===== src/rtl/baser_pkg.sv =====
// Shared BASE-R definitions: sync headers, block types, error block, decoder FSM states
// and the control-type nibble restore function used by the 256b/257b reverse transcoder.
package baser_pkg;

  localparam logic [1:0] SH_DATA = 2'b01;
  localparam logic [1:0] SH_CTRL = 2'b10;

  localparam logic [7:0] BT_IDLE = 8'h1E;
  localparam logic [6:0] CC_ERR  = 7'h1E;

  // Control block carrying eight /E/ characters
  localparam logic [65:0] ERR_BLOCK = {{8{CC_ERR}}, BT_IDLE, SH_CTRL};

  typedef enum logic [2:0] {
    IDLE,
    OUT0,
    OUT1,
    OUT2,
    OUT3
  } state_t;

  function automatic logic [7:0] restore_type(input logic [3:0] hi);
    logic [7:0] bt;
    case (hi)
      4'h1:    bt = 8'h1E;
      4'h2:    bt = 8'h2D;
      4'h3:    bt = 8'h33;
      4'h4:    bt = 8'h4B;
      4'h5:    bt = 8'h55;
      4'h6:    bt = 8'h66;
      4'h7:    bt = 8'h78;
      4'h8:    bt = 8'h87;
      4'h9:    bt = 8'h99;
      4'hA:    bt = 8'hAA;
      4'hB:    bt = 8'hB4;
      4'hC:    bt = 8'hCC;
      4'hD:    bt = 8'hD2;
      4'hE:    bt = 8'hE1;
      4'hF:    bt = 8'hFF;
      default: bt = 8'h00;
    endcase
    return bt;
  endfunction

endpackage


===== src/rtl/baser_257b_unpack.sv =====
// Combinational 257b -> 4x66b expansion with malformed-block detection.
// Error-block substitution is left to the caller.
module baser_257b_unpack
  import baser_pkg::*;
#(
  parameter int DATA_WIDTH = 64,
  parameter int HDR_WIDTH  = 2,
  parameter int TC_WIDTH   = 257
) (
  input  logic [TC_WIDTH-1:0]                      coded,
  output logic [3:0][DATA_WIDTH+HDR_WIDTH-1:0]     blocks,
  output logic                                     inv
);

  // Zero-extended so every constant slice below stays in range
  logic [TC_WIDTH+DATA_WIDTH-1:0] ext;
  logic [3:0]                     mask;
  logic [3:0]                     hi;
  logic [7:0]                     rt;
  int unsigned                    first_ctrl;

  assign ext  = {{DATA_WIDTH{1'b0}}, coded};
  assign mask = coded[4:1];

  always_comb begin
    casez (mask)
      4'b???0: first_ctrl = 0;
      4'b??01: first_ctrl = 1;
      4'b?011: first_ctrl = 2;
      4'b0111: first_ctrl = 3;
      default: first_ctrl = 4;
    endcase
  end

  // Blocks before the first control block sit 4 bits higher (after the mask);
  // the first control block drops its type low nibble, realigning the rest to 1+64k.
  always_comb begin
    blocks = '0;
    hi     = '0;
    rt     = '0;
    for (int unsigned k = 0; k < 4; k++) begin
      if (coded[0]) begin
        blocks[k] = {ext[1+DATA_WIDTH*k +: DATA_WIDTH], SH_DATA};
      end else if (k < first_ctrl) begin
        blocks[k] = {ext[5+DATA_WIDTH*k +: DATA_WIDTH], SH_DATA};
      end else if (k == first_ctrl) begin
        hi        = ext[5+DATA_WIDTH*k +: 4];
        rt        = restore_type(hi);
        blocks[k] = {ext[9+DATA_WIDTH*k +: DATA_WIDTH-8], rt, SH_CTRL};
      end else begin
        blocks[k] = {ext[1+DATA_WIDTH*k +: DATA_WIDTH], mask[k] ? SH_DATA : SH_CTRL};
      end
    end
  end

  assign inv = !coded[0] && ((first_ctrl == 4) || (hi == 4'h0));

endmodule


===== src/rtl/baser_257b_decoder.sv =====
// 256b/257b reverse transcoder: one 257b block in, four 66b blocks out over four cycles.
// Define BASER_DEC_INV_COUNT_EN to build the invalid-block counter on o_inv_count.
module baser_257b_decoder
  import baser_pkg::*;
#(
  parameter int DATA_WIDTH = 64,
  parameter int HDR_WIDTH  = 2,
  parameter int TC_WIDTH   = 257
) (
  input  logic                            clk,
  input  logic                            i_rst,
  input  logic [TC_WIDTH-1:0]             i_rx_coded,
  input  logic                            i_valid,
  output logic                            o_ready,
  output logic [DATA_WIDTH+HDR_WIDTH-1:0] o_rx_block,
  output logic                            o_valid,
  output logic [31:0]                     o_inv_count
);

  localparam int BW = DATA_WIDTH + HDR_WIDTH;

  state_t             state, state_nxt;
  logic               accept;
  logic [3:0][BW-1:0] dec, blk_q;
  logic [BW-1:0]      cur_blk;
  logic               dec_inv;

  baser_257b_unpack #(
    .DATA_WIDTH (DATA_WIDTH),
    .HDR_WIDTH  (HDR_WIDTH),
    .TC_WIDTH   (TC_WIDTH)
  ) u_unpack (
    .coded  (i_rx_coded),
    .blocks (dec),
    .inv    (dec_inv)
  );

  always_comb begin
    o_ready   = !i_rst && ((state == IDLE) || (state == OUT3));
    accept    = i_valid && o_ready;
    state_nxt = state;
    cur_blk   = blk_q[0];
    case (state)
      IDLE: if (accept) state_nxt = OUT0;
      OUT0: state_nxt = OUT1;
      OUT1: begin
        state_nxt = OUT2;
        cur_blk   = blk_q[1];
      end
      OUT2: begin
        state_nxt = OUT3;
        cur_blk   = blk_q[2];
      end
      OUT3: begin
        state_nxt = accept ? OUT0 : IDLE;
        cur_blk   = blk_q[3];
      end
      default: state_nxt = IDLE;
    endcase
  end

  // Output register trails the state by one edge, so block k shows while in OUT(k+1)
  always_ff @(posedge clk) begin
    if (i_rst) begin
      state      <= IDLE;
      blk_q      <= '0;
      o_valid    <= 1'b0;
      o_rx_block <= '0;
    end else begin
      state   <= state_nxt;
      o_valid <= (state != IDLE);
      if (state != IDLE) o_rx_block <= cur_blk;
      if (accept) blk_q <= dec_inv ? {4{ERR_BLOCK}} : dec;
    end
  end

`ifdef BASER_DEC_INV_COUNT_EN
  logic [31:0] inv_cnt;

  always_ff @(posedge clk) begin
    if (i_rst) begin
      inv_cnt <= '0;
    end else if (accept && dec_inv && (inv_cnt != '1)) begin
      inv_cnt <= inv_cnt + 32'd1;
    end
  end

  assign o_inv_count = inv_cnt;
`else
  assign o_inv_count = '0;
`endif

endmodule

===== config.mk =====
export PLATFORM = sky130hd
export DESIGN_NAME = baser_257b_decoder
export DESIGN_NICKNAME = d
export VERILOG_FILES = /design/src/rtl/baser_pkg.sv /design/src/rtl/baser_257b_unpack.sv /design/src/rtl/baser_257b_decoder.sv
export SDC_FILE = /design/constraint.sdc
export NUM_CORES = 1
export LEC_CHECK = 0
export ABC_CLOCK_PERIOD_IN_PS = 2200
export CAP_MARGIN = 5
export CORE_ASPECT_RATIO = 1.2
export CORE_MARGIN = 10
export CORE_UTILIZATION = 40
export DETAILED_ROUTE_END_ITERATION = 10
export PLACE_DENSITY = 0.67
export SLEW_MARGIN = 20
export SYNTH_ARGS = -nofsm -noshare
export SYNTH_HDL_FRONTEND = slang
export SYNTH_HIERARCHICAL = 1
export SYNTH_SLANG_ARGS = --single-unit

===== constraint.sdc =====
create_clock -name clk -period 2.2 [get_ports clk]
set_clock_uncertainty 0.15 [all_clocks]
set_input_delay 0.44 -clock clk [delete_from_list [all_inputs] [get_ports clk]]
set_output_delay 0.44 -clock clk [all_outputs]
set_load 0.02 [all_outputs]

==> results.md <==
* Synth async-reset ratio at 0%
* CTS tree: yes
* Layout cell share with drive strength beyond 1 at 13.97%
* Final setup fails at 0
* Req. time, crit path at 1.61 ns
* Maximum buffer depth of the clock tree at 3
* H-tree depth at 2
* Relative slew slack at 41.68%
* WL final at 71820 um
* Syn Std Cell Area at 18020 um^2
* Cell area after layout at 24200 um^2
* Area contributors post-synth: dfxtp_1, nand2_1, nor3_1
* Filler cells at 4165
* Reg clk slew, reported paths at 0.06 ns
* Yosys top cell area share at 37.10%
* Placed insts at 3179
* Area Overhead vs Synth at 34.26%
* CP bufs+invs at 1
* Top_reg_cell synth: dfxtp_1
* Flop2flop setup slack at 0.13 ns
* Antenna violations before repair at 5
* Worst Hold Class: flip-flop to flip-flop
* Final Hold Viols at 0
* Most frequent cells in the layout: nand2_1, nor3_1, dfxtp_1
* Worst-path cell chain: clkdlybuf4s50_1
* Placer Congestion at 0.9152
* Area of the core at 44770 um^2
* Non-Filler Instances at 3261
* Hpwl dp at 50070 um
* Register area share after synthesis at 37.10%
* Status: finished, final reports clean
* CP max-delay cell: clkdlybuf4s50_1
* Remaining global-route overflow at 0
* # DRC at 0
* Number of port buffers at 327
* Total number of vias at 18180
* # nets final at 2882
* Crit path arrival time at 1.58 ns
* Clock Latency Late Sink at 0.54 ns
* Largest net degree at the start of global routing at 178
* Total CTS buffers at 37
* Final Max Slew Viols at 0
* Ratio of final minimum period to clock period at 98.53%
* PwrDens at 781.7 nW/um^2
* Yosys warns at 6
* GRT Total Usage at 25.19%
* Commonest non-fill, non-tap cell in the layout: nand2_1
* R2R depth at 7
* Ports at 360
* Critical path type: flip-flop to primary output
* Hold Path Depth at 2
* Worst ir drop on vdd at 426.4 uV
* Critical Path Sink Type: primary output
* Max_cap viols at 0
* Post-synthesis area per instance at 7.736 um^2
* Num Clock Sinks at 334
* CP delay by family, top: buffers and inverters
* Post-synth EDFFs at 0
* Flops & latches, synth at 334
* Leakage at 0.009871 uW
* Synthesized instance count at 2330
* Initial DRC count at 1639
* Placement Cell Area at 22580 um^2
* Vias in the first global route at 18140
* Final min period at 2.168 ns
* Average wire per standard cell at 22.02 um
* Critical Path Start Type: flip-flop
* First-pass GRT wire length at 106600 um
* Area leader, netlist: dfxtp_1
* Die area at 53990 um^2
* Initial Util at 40.26%
* Post-route ant nets at 0
* Rows at 85
* CP Depth at 1
* CP max FO at 2
* Worst Tran Pin Value at 0.8749 ns
* Die Wd at 213.8 um
* Max incr delay on CP at 0.69 ns
* Die height at 252.5 um
* Unrepaired setup endpoints after global routing: false
* Via density at 5.574
* DRT Pass-1 Iters at 7
* Fmax at 0.4613 GHz
* Clk root buf: clkbuf_16
* Cell variety after synth at 44
layer usage:
metal	vias to the layer above	track usage (%)	share of wire (%)
met4	2	11.82	4.2
met3	145	3.920	6.7
met2	796	42.56	49
li1	8564	-	-
met5	-	0	0.018
met1	8670	30.61	40
power breakdown:
group          switching, uW  leakage (uW)  internal (uW)
Combinational           2890       0.00651           2370
Sequential               337       0.00274           6690
Clock                   2670      0.000624           3960
Total                   5890       0.00987          13000
stage by stage:
step	setup WS, ns	total power [uW]	setup TNS (ns)	util [%]	hold WS [ns]
after CTS	-0.04632	18950	-0.1229	53.39	0.2978
final	0.03232	18920	0	54.05	0.2999
after global routing	0.007630	19710	0	54.05	0.3167
after global placement	-0.7803	12230	-174.41	50.43	0.2870
after detailed placement	-0.7596	12300	-170.93	50.43	0.2935
after floorplan	0.002748	10030	0	-	0.2814
synthesized netlist by cell type (8+ instances only):
master and number:
xnor3_1 12, dfxtp_1 334, buf_4 53, clkbuf_1 148, nor2_1 192, nand3b_1 117
o21a_1 8, mux2_2 64, o21ai_0 25, nor3_1 348, o211ai_1 8, nand2_1 489
buf_2 56, mux2_4 56, nor3b_1 8, a222oi_1 58, a21oi_1 119, o22ai_1 26
a211o_1 8, o2bb2ai_1 33, inv_1 31, a22o_1 8, nor2b_1 60, a211oi_1 25
what timing repair did:
action / CTS / global route
gates cloned: 2 / 4
buffers inserted: 2 / 6
hold buffers: 0 / 0
pin swaps: 2 / 7
endpoints found under the setup margin: 281 / 268
resized for setup: 11 / 24
flip-flops by register name, summed over array words and instances, names as in the netlist:
register    count
o_valid         1
blk_q         264
state           3
o_rx_block     66
worst paths after layout:
| kind | start | endpoint |
|---|---|---|
| min | blk_q[255] | blk_q[255] |
| max | o_rx_block[63] | o_rx_block[63] |
| max reg2reg | state[0] | o_rx_block[0] |
| min reg2reg | blk_q[255] | blk_q[255] |
cell type report:
class                   count  area (um^2)  share of cell area [%]
repair buffers            484         5162                   21.33
inverters                  32        120.1                  0.4963
clock buffers              50         1057                   4.369
multi-input cells        1733        10190                   42.10
clock inverters            15        206.4                  0.8531
well taps                 609        762.0                   3.149
flip-flops and latches    334         6694                   27.66
diodes                      4        10.01                 0.04136
cells by family after synthesis:
family          synth area share [%]
simple gates                   32.04
xor+xnor                       1.840
compound gates                 12.46
mux                            8.663
buf+inv                        7.886
flops                          37.10
other cells                  0.02080
Power figures use the tool's default switching activity.
